`src/rtl/acc8bit_ctrl.sv`:
```
// Sequencer for an external accumulator: loads din, adds it count more times, strobes done.
// Latency start->done = count+2 cycles; start is ignored while busy (no queueing, no backpressure).
module acc8bit_ctrl #(
  parameter int WIDTH = 8,
  parameter int CNTW  = 4
) (
  input  logic             clk,
  input  logic             rst,
  input  logic             start,
  input  logic [WIDTH-1:0] din,
  input  logic [CNTW-1:0]  count,
  input  logic [WIDTH-1:0] acc_q,
  output logic [WIDTH-1:0] acc_d,
  output logic             ldacc,
  output logic             en,
  output logic             busy,
  output logic             done,
  output logic [WIDTH-1:0] result,
  output logic             ovf
);

  typedef enum logic [1:0] {IDLE, LOAD, ADD, DONE} state_t;

  state_t           state, state_nxt;
  logic [WIDTH-1:0] op_reg;
  logic [CNTW-1:0]  cnt_reg;
  logic [WIDTH:0]   sum;

  // Extra bit carries the carry-out used for the sticky overflow flag.
  assign sum = {1'b0, acc_q} + {1'b0, op_reg};

  always_comb begin
    state_nxt = state;
    acc_d     = '0;
    ldacc     = 1'b0;
    en        = 1'b0;
    busy      = 1'b0;
    done      = 1'b0;
    case (state)
      IDLE: begin
        if (start) state_nxt = LOAD;
      end
      LOAD: begin
        en        = 1'b1;
        ldacc     = 1'b1;
        acc_d     = op_reg;
        busy      = 1'b1;
        state_nxt = (cnt_reg == '0) ? DONE : ADD;
      end
      ADD: begin
        en    = 1'b1;
        ldacc = 1'b1;
        acc_d = sum[WIDTH-1:0];
        busy  = 1'b1;
        if (cnt_reg == CNTW'(1)) state_nxt = DONE;
      end
      DONE: begin
        busy      = 1'b1;
        done      = 1'b1;
        state_nxt = IDLE;
      end
      default: state_nxt = IDLE;
    endcase
  end

  always_ff @(posedge clk) begin
    if (rst) begin
      state   <= IDLE;
      op_reg  <= '0;
      cnt_reg <= '0;
      result  <= '0;
      ovf     <= 1'b0;
    end else begin
      state <= state_nxt;
      case (state)
        IDLE: begin
          if (start) begin
            op_reg  <= din;
            cnt_reg <= count;
            ovf     <= 1'b0;
          end
        end
        ADD: begin
          cnt_reg <= cnt_reg - 1'b1;
          ovf     <= ovf | sum[WIDTH];
        end
        default: ;
      endcase
      // Capture the value being written on the final step so result is valid alongside done.
      if (state_nxt == DONE && state != DONE) result <= acc_d;
    end
  end

endmodule

```
`config.mk`:
```
export PLATFORM = sky130hd
export DESIGN_NAME = acc8bit_ctrl
export DESIGN_NICKNAME = d
export VERILOG_FILES = /design/src/rtl/acc8bit_ctrl.sv
export SDC_FILE = /design/constraint.sdc
export NUM_CORES = 1
export LEC_CHECK = 0
export ABC_CLOCK_PERIOD_IN_PS = 3300
export CORE_MARGIN = 2
export CORE_UTILIZATION = 30
export CTS_BUF_LIST = sky130_fd_sc_hd__clkbuf_16
export CTS_CLUSTER_SIZE = 14
export DETAILED_ROUTE_END_ITERATION = 12
export GPL_ROUTABILITY_DRIVEN = 0
export SLEW_MARGIN = 20
export SYNTH_ARGS = -nofsm -noshare
export SYNTH_HDL_FRONTEND = slang
export SYNTH_SLANG_ARGS = --single-unit
```
`constraint.sdc`:
```
create_clock -name clk -period 3.3 [get_ports clk]
set_input_delay 0.825 -clock clk [delete_from_list [all_inputs] [get_ports clk]]
set_output_delay 0.825 -clock clk [all_outputs]
set_load 0.02 [all_outputs]
```
==> metrics.log, run 1 <==
[metrics] max-slew violations: 0
[metrics] residual overflow from global routing: 0
[metrics] number of hold violations in the final report: 0
[metrics] width of the chip: about 77 um
[metrics] RSZ-0062 raised after global routing: true
[metrics] routing usage on met3: 0.0235
[metrics] root buffer cell: sky130_fd_sc_hd__clkbuf_16
[metrics] status: finished, violations left
[metrics] gate family responsible for the most delay along the worst path: compound AO/OA/AOI/OAI gates
[metrics] FP Rows: 26
[metrics] Most used DFF post-synth: sky130_fd_sc_hd__dfxtp_1
[metrics] wire length per cell: about 14 um
[metrics] count of synthesis-stage warnings from yosys: 0
[metrics] Sum Neg Setup Slack: -0.0485 ns
[metrics] Post-synth EDFFs: 0
[metrics] fraction of power consumed by sequential logic: 0.214
[metrics] Die H: a little under 80 um
[metrics] crit path max fanout: 2
[metrics] via-per-instance ratio: 4.97
[metrics] post-route clock period utilization: 1.01
[metrics] post-layout minimum cycle time: ~3.3 ns
[metrics] synthesized instance count: between 150 and 200
[metrics] post-placement cell count: 321
[metrics] total power density per cell area: 779 nW/um^2
[metrics] via count of the first global-routing pass: ~1600
[metrics] Total Die Area: roughly 5900 um^2
[metrics] met2 track demand over resource: 0.268
[metrics] clock skew after layout: 0.00299 ns
[metrics] I/O pin count: 44
[metrics] nets in the synthesized netlist: 229
[metrics] Avg Cell Area, Syn: between 8 and 9 um^2
[metrics] GR met1 Demand/Resource: 0.200
[metrics] share of synthesized area occupied by flip-flops and latches: 0.287
[metrics] part of the total power dissipated in the clock network: 0.136
[metrics] Starting Density: 0.312
[metrics] H-tree depth reported by CTS: 1
[metrics] path category of the worst min-delay check: flop to flop
[metrics] routed via count: about 1600
[metrics] DR iter-0 viols: between 90 and 100
[metrics] slowest cell on the critical path: sky130_fd_sc_hd__fa_2
[metrics] post-route antenna net violation count: 0
[metrics] antenna cell count: 0
[metrics] flops & latches, synth: 23
[metrics] Max Buffers Root-to-Sink: 2
[metrics] number of antenna violations at the first check in global routing: 0
[metrics] DR DRC count: 0
[metrics] Worst Slack Setup Final: -0.0338 ns
[metrics] TritonCTS clock tree: built
[metrics] switching power: 838 uW
[metrics] cell area after synthesis: roughly 1600 um^2
[metrics] Routed WL: around 4.6 mm
[metrics] cell internal pwr: around 1100 uW
[metrics] layout net count: a little under 300
[metrics] buffers added on ports: 43
[metrics] CTS buffer count: 3
[metrics] most prevalent standard cell on the critical path: sky130_fd_sc_hd__buf_6
[metrics] number of detailed-routing iterations run before antenna repair: 4
[metrics] startpoint type of the worst setup path: primary input
[metrics] number of failing setup endpoints in the final timing report: 2
[metrics] max-cap check violation count: 0
[metrics] proportion of layout cells with a drive suffix above 1: 0.270
[metrics] first-pass GRT wire length: 7.53 mm
[metrics] routing layer with the top usage in global route: met2
[metrics] filler-free cell count of the finished design: roughly 330
[metrics] Total Routing Usage GR: 0.155
[metrics] failing checks: negative setup slack
[metrics] Buffers & Inverters on Critical Path: 3
[metrics] static leakage power: ~0.001 uW
[metrics] core footprint: 5140 um^2
[metrics] Peak Freq: 300 MHz
[metrics] worst endpoint required time: 2.47 ns
[metrics] worst-skew pair later-pin latency: around 0.26 ns
[metrics] max incr delay on CP: around 0.36 ns
[metrics] switching power as a share of total power: 0.428
[metrics] worst setup path category: primary input to primary output
[metrics] clock-pin slew reported for the worst setup and hold paths after clock tree synthesis: about 0.060 ns
[metrics] detailed placer's ending HPWL: roughly 3.3 mm
[metrics] worst rel slew slack: 0.662
[metrics] proportion of power drawn by combinational gates: 0.651
[metrics] Max VDD drop: 362 uV
[metrics] number of distinct library cells after synthesis: 47
[metrics] type of destination of the critical path: primary output
[metrics] cells along the critical path: buf_6, ha_4, fa_2, buf_6, a21o_1, a211o_1, a32o_2, and2_4, buf_6
[metrics] total power after layout: 1960 uW
[metrics] clock sink count: 23
[metrics] area growth from synthesis to final layout: 56.7%
[metrics] async set or reset register ratio after synthesis: 0
[metrics] actual transition at the worst max-transition pin: just over 0.5 ns
[metrics] maximum number of pins on one net before global-route repair: 19
[metrics] arrival time reported for the critical path endpoint: roughly 2.5 ns
[metrics] fill cell total of the finished layout: between 500 and 600
## cells by family (layout without fill, tap and decap cells)
family          Yosys count  after routing  share of synthesized area
mux                       5              5                     0.0320
flops                    23             23                      0.287
fa+ha+maj                17             17                      0.137
simple gates             74             74                      0.242
buf+inv                  16             83                     0.0500
xor+xnor                  1              1                    0.00547
compound gates           53             53                      0.246
## Yosys cell counts (all sizes together) (2+ instances only)
library cell | n | area [um^2]
o21ai | 8 | 43.8
and2 | 5 | 31.3
and4bb | 2 | 25.0
nor3 | 4 | 20.0
buf | 6 | 42.5
a21o | 2 | 15.0
dfxtp | 23 | 460
nand3 | 3 | 15.0
a211o | 2 | 17.5
a22oi | 6 | 45.0
a21oi | 14 | 70.1
nor2 | 20 | 75.1
nor2b | 5 | 31.3
inv | 7 | 26.3
o2111ai | 2 | 17.5
clkbuf | 3 | 11.3
nand2 | 26 | 97.6
mux2i | 4 | 40.0
a211oi | 7 | 72.6
nand3b | 3 | 22.5
ha | 16 | 200
o31ai | 2 | 15.0
## stage by stage
step                      setup WS (ns)   util  cell area [um^2]  hold WS (ns)
after floorplan                  0.0327      -              1600         0.452
after global placement           -0.932  0.443              2280         0.466
after detailed placement         -0.960  0.443              2280         0.473
after CTS                        -0.125  0.489              2510         0.511
after global routing            -0.0828  0.489              2510         0.542
final                           -0.0338  0.489              2510         0.510
## metal layers
metal	part of all wire	vias up
li1	-	818
met4	0.011	0
met1	0.48	760
met2	0.47	39
met5	0	-
met3	0.032	4
## final timing paths
check / startpoint / to / slack [ns] / depth (start not counted)
max: acc_q[0] / acc_d[4] / -0.03 / 9
min: result[5] / result[5] / 0.51 / 2
max reg2reg: state[0] / result[4] / 0.99 / 9
min reg2reg: result[5] / result[5] / 0.51 / 2
## what timing repair did
item | CTS | global route
pin swaps | 18 | 5
endpoints found under the setup margin | 7 | 6
cloned | 0 | 0
setup buffers | 1 | 0
gates resized for setup | 63 | 5
hold buffers | 0 | 0
## final cells by class
type,instances,area [um^2],area share
flip-flops and latches,23,460,0.183
clock inverters,1,3.75,0.00149
multi-input cells,150,1230,0.490
inverters,7,26.3,0.0105
well taps,70,87.6,0.0349
clock buffers,3,75.1,0.0299
repair buffers,72,628,0.250
## worst register-to-register path, delay by kind of cell, from the launching register on
| family | cells | cell delay (ns) |
|---|---|---|
| compound gates | 1 | 0.06 |
| fa+ha+maj | 1 | 0.49 |
| buf+inv | 3 | 0.61 |
| flops | 1 | 0.31 |
| mux | 1 | 0.21 |
| simple gates | 3 | 0.53 |
## power by group through the flow
stage	Clock (uW)	Sequential (uW)	Combinational [uW]
finish	265	418	1270
global route	280	431	1380
CTS	269	419	1270
detailed placement	0	414	1200
global placement	0	413	1190
floorplan	0	442	748
## cell usage in the layout, fill, tap and decap left out, types with 4 or more instances in the layout
cell type / n
sky130_fd_sc_hd__dfxtp_1: 23
sky130_fd_sc_hd__dlygate4sd2_1: 6
sky130_fd_sc_hd__nor2b_1: 5
sky130_fd_sc_hd__a21oi_1: 14
sky130_fd_sc_hd__ha_4: 7
sky130_fd_sc_hd__nand2_1: 26
sky130_fd_sc_hd__inv_1: 7
sky130_fd_sc_hd__nor2_1: 20
sky130_fd_sc_hd__ha_1: 9
sky130_fd_sc_hd__o21ai_0: 6
sky130_fd_sc_hd__buf_4: 29
sky130_fd_sc_hd__a211oi_2: 5
sky130_fd_sc_hd__clkdlybuf4s50_1: 28
sky130_fd_sc_hd__buf_6: 4
sky130_fd_sc_hd__mux2i_1: 4
sky130_fd_sc_hd__a22oi_1: 4
Note: power is estimated with default switching activity, not from simulation.
==> run 2, diff against run 1 <==
--- a/config.mk
+++ b/config.mk
@@ -5,10 +5,12 @@
 export SDC_FILE = /design/constraint.sdc
 export NUM_CORES = 1
 export LEC_CHECK = 0
+export ABC_AREA = 1
 export ABC_CLOCK_PERIOD_IN_PS = 3300
 export CORE_MARGIN = 2
 export CORE_UTILIZATION = 30
 export CTS_BUF_LIST = sky130_fd_sc_hd__clkbuf_16
+export CTS_CLUSTER_DIAMETER = 60
 export CTS_CLUSTER_SIZE = 14
 export DETAILED_ROUTE_END_ITERATION = 12
 export GPL_ROUTABILITY_DRIVEN = 0
==> run 2 against run 1 <==
Against the previous run:
- final cell count is 8.9% higher
- total power is 6.6% higher
- the run now ends clean
- non-clock buffer count is 16 lower
- die area is 4.2% lower
==> metrics.log, run 2 <==
[metrics] max-slew violations: 0 (unchanged)
[metrics] number of detailed-routing iterations run before antenna repair: 4 (unchanged)
[metrics] worst setup path category: primary input to primary output
[metrics] crit path max fanout: 3 (+1)
[metrics] Peak Freq: 310 MHz (+3.4%)
[metrics] worst endpoint required time: 2.47 ns (about the same)
[metrics] share of synthesized area occupied by flip-flops and latches: 0.300 (+0.0131)
[metrics] buffers added on ports: 43 (unchanged)
[metrics] proportion of layout cells with a drive suffix above 1: 0.172 (-0.0976)
[metrics] DR DRC count: 0 (unchanged)
[metrics] clock skew after layout: 0.00144 ns (-0.00155 ns)
[metrics] arrival time reported for the critical path endpoint: 2.40 ns (-0.11 ns)
[metrics] Starting Density: 0.306 (-0.00589)
[metrics] Synth top area share: 0.300 (+0.0131)
[metrics] Max Buffers Root-to-Sink: 2 (unchanged)
[metrics] number of antenna violations at the first check in global routing: 0 (unchanged)
[metrics] total power density per cell area: 902 nW/um^2 (+16%)
[metrics] FP Rows: 26 (unchanged)
[metrics] Buffers & Inverters on Critical Path: 3 (unchanged)
[metrics] dominant cell type by area after synthesis: sky130_fd_sc_hd__dfxtp_1
[metrics] via-per-instance ratio: 4.50 (-9.5%)
[metrics] slowest cell on the critical path: sky130_fd_sc_hd__clkdlybuf4s50_1
[metrics] post-route clock period utilization: 0.977 (-0.0333)
[metrics] Total Routing Usage GR: 0.156 (+0.000869)
[metrics] switching power: 972 uW (+16%)
[metrics] clock-pin slew reported for the worst setup and hold paths after clock tree synthesis: 0.06 ns (about the same)
[metrics] TritonCTS clock tree: built
[metrics] number of failing setup endpoints in the final timing report: 0 (-2)
[metrics] synthesized instance count: 231 (+22%)
[metrics] flops & latches, synth: 23 (unchanged)
[metrics] first-pass GRT wire length: 6.76 mm (-10%)
[metrics] max-cap check violation count: 0 (unchanged)
[metrics] worst r2r path cells: 12 (+3)
[metrics] Avg Cell Area, Syn: 6.64 um^2 (-22%)
[metrics] H-tree depth reported by CTS: 1 (unchanged)
[metrics] cell internal pwr: 1110 uW (-0.34%)
[metrics] switching power as a share of total power: 0.466 (+0.0373)
[metrics] core footprint: 5010 um^2 (-2.5%)
[metrics] worst rel slew slack: 0.690 (+0.0282)
[metrics] part of the total power dissipated in the clock network: 0.127 (-0.009)
[metrics] antenna cell count: 0 (unchanged)
[metrics] async set or reset register ratio after synthesis: 0 (unchanged)
[metrics] via count of the first global-routing pass: 1493 (-9.2%)
[metrics] Most used DFF post-synth: sky130_fd_sc_hd__dfxtp_1
[metrics] Hold Buf Count CTS: 0 (unchanged)
[metrics] placement-stage cell area: 2090 um^2 (-8.3%)
[metrics] startpoint type of the worst setup path: primary input
[metrics] most used standard cells in the synthesized netlist: 45 x sky130_fd_sc_hd__nand2_1, 40 x sky130_fd_sc_hd__nor2_1, 31 x sky130_fd_sc_hd__inv_1
[metrics] cells along the critical path: clkdlybuf4s50_1, ha_4, nand2_1, inv_1, a21oi_2, nand2_1, nand2_1, nand3_2, a21oi_2, buf_4
[metrics] fill cell total of the finished layout: 522 (+2.6%)
[metrics] most common cell after layout, fill and taps aside: sky130_fd_sc_hd__nand2_1
[metrics] clock sink count: 23 (unchanged)
[metrics] cell area after layout: 2310 um^2 (-7.9%)
[metrics] number of logic stages on the critical path including buffering: 10 (+1)
[metrics] Die H: 75.5 um (-2.1%)
[metrics] I/O pin count: 44 (unchanged)
[metrics] CTS buffer count: 3 (unchanged)
[metrics] proportion of power drawn by combinational gates: 0.644 (-0.007)
[metrics] fraction of power consumed by sequential logic: 0.229 (+0.015)
[metrics] detailed placer's ending HPWL: 3.02 mm (-8.0%)
[metrics] residual overflow from global routing: 0 (unchanged)
[metrics] actual transition at the worst max-transition pin: 0.465 ns (-0.0424 ns)
[metrics] status: finished, final reports clean
[metrics] Total Die Area: 5700 um^2 (-4.2%)
[metrics] dominant cell by count in the synthesized netlist: sky130_fd_sc_hd__nand2_1
[metrics] path category of the worst min-delay check: flop to flop
[metrics] depth of the worst hold-timing path: 2 (unchanged)
[metrics] Area contributors post-synth: sky130_fd_sc_hd__dfxtp_1 30%, sky130_fd_sc_hd__ha_1 13%, sky130_fd_sc_hd__nand2_1 11%
[metrics] type of destination of the critical path: primary output
[metrics] root buffer cell: sky130_fd_sc_hd__clkbuf_16
[metrics] Max VDD drop: 725 uV (+100%)
[metrics] most prevalent standard cell on the critical path: sky130_fd_sc_hd__nand2_1
[metrics] area of the multi-input gates: 1030 um^2 (-16%)
[metrics] GR met1 Demand/Resource: 0.215 (+0.0144)
[metrics] routed via count: 1598 (-1.4%)
[metrics] area growth from synthesis to final layout: 50.9%
[metrics] cell area after synthesis: 1530 um^2 (-4.4%)
[metrics] post-layout minimum cycle time: 3.22 ns (-0.110 ns)
[metrics] post-route antenna net violation count: 0 (unchanged)
[metrics] nets in the synthesized netlist: 271 (+18%)
[metrics] layout net count: 326 (+9.8%)
[metrics] highest-count cells in the layout ignoring fill and taps: 42 x sky130_fd_sc_hd__nand2_1, 40 x sky130_fd_sc_hd__nor2_1, 32 x sky130_fd_sc_hd__inv_1
[metrics] Post-synth EDFFs: 0 (unchanged)
[metrics] Routed WL: 4.22 mm (-7.9%)
[metrics] area taken by flip-flops and latches: 460 um^2 (unchanged)
[metrics] width of the chip: 75.5 um (-2.1%)
[metrics] routing usage on met3: 0.0212 (-0.00237)
[metrics] max incr delay on CP: 0.51 ns (+0.15 ns)
[metrics] DR iter-0 viols: 51 (-45%)
[metrics] routing layer with the top usage in global route: met2
[metrics] worst-skew pair later-pin latency: 0.26 ns (about the same)
[metrics] number of distinct library cells after synthesis: 29 (-38%)
[metrics] total power after layout: 2090 uW (+6.6%)
[metrics] count of synthesis-stage warnings from yosys: 0 (unchanged)
[metrics] static leakage power: 0.00107 uW (+6.1%)
[metrics] met2 track demand over resource: 0.250 (-0.0182)
[metrics] gate family responsible for the most delay along the worst path: buffers and inverters
[metrics] number of hold violations in the final report: 0 (unchanged)
[metrics] maximum number of pins on one net before global-route repair: 16 (-3)
[metrics] wire length per cell: 11.9 um (-15%)
[run 2: cell types whose count changed after synthesis, moves of 5 or more]
| cell | before | now |
|---|---|---|
| sky130_fd_sc_hd__o21ai_0 | 7 | 17 |
| sky130_fd_sc_hd__a22oi_1 | 6 | 0 |
| sky130_fd_sc_hd__nor2_1 | 20 | 40 |
| sky130_fd_sc_hd__nand3_1 | 3 | 17 |
| sky130_fd_sc_hd__inv_1 | 6 | 31 |
| sky130_fd_sc_hd__and2_1 | 5 | 0 |
| sky130_fd_sc_hd__nand2_1 | 26 | 45 |
| sky130_fd_sc_hd__nor2b_1 | 5 | 0 |
[run 2: routing by layer]
metal,part of all wire,wire length (um)
met1,0.49,2080
met2,0.45,1920
met3,0.037,157
met4,0.015,64
met5,0,0
[run 2: final cells by class]
type                    instances  share of cell area
clock buffers                   3              0.0325
clock inverters                 1             0.00162
inverters                      35              0.0579
multi-input cells             167               0.446
flip-flops and latches         23               0.199
well taps                      70              0.0379
repair buffers                 56               0.225
[run 2: worst min-delay path, delay by kind of cell (launching register included)]
kind / cells / cell delay, ns
flops: 1 / 0.31
simple gates: 2 / 0.14
[run 2: cells by family after synthesis]
| kind of cell | count (synthesis) | synth area share |
|---|---|---|
| compound gates | 41 | 0.148 |
| buf+inv | 41 | 0.107 |
| simple gates | 108 | 0.296 |
| xor+xnor | 1 | 0.00572 |
| fa+ha+maj | 17 | 0.144 |
| flops | 23 | 0.300 |
[run 2: power by group through the flow]
stage | sequential [uW] | combinational (uW) | clock, uW
finish | 477 | 1340 | 265
global route | 491 | 1510 | 283
CTS | 470 | 1300 | 270
detailed placement | 471 | 1270 | 0
global placement | 471 | 1260 | 0
floorplan | 515 | 777 | 0
[run 2: metrics by stage]
stage,TNS [ns],hold slack [ns],util,cells,worst slack (ns)
after floorplan,0,0.442,-,231,0.279
after global placement,-3.58,0.481,0.417,347,-0.684
after detailed placement,-3.68,0.482,0.417,347,-0.711
after CTS,0,0.497,0.442,354,0.000236
after global routing,-0.0188,0.518,0.462,355,-0.0188
final,0,0.499,0.462,355,0.0762
[run 2: path summary, 6_finish.rpt]
check	start	to	slack [ns]
worst min register to register	result[0]	result[0]	0.50
worst max-delay path	acc_q[6]	acc_d[7]	0.08
worst min-delay path	result[0]	result[0]	0.50
worst max register to register	state[0]	result[6]	1.25
[run 2: repair_timing]
action,in CTS,in global routing
buffers inserted,3,1
resized for setup,42,18
setup endpoints to repair,7,7
pin swaps,6,10
==> run 3, diff against run 2 <==
--- a/config.mk
+++ b/config.mk
@@ -5,7 +5,7 @@
 export SDC_FILE = /design/constraint.sdc
 export NUM_CORES = 1
 export LEC_CHECK = 0
-export ABC_AREA = 1
+export ABC_AREA = 0
 export ABC_CLOCK_PERIOD_IN_PS = 3300
 export CORE_MARGIN = 2
 export CORE_UTILIZATION = 30
==> results of run 3 <==
No change in the layout: final DEF, timing and power equal those of run 1.
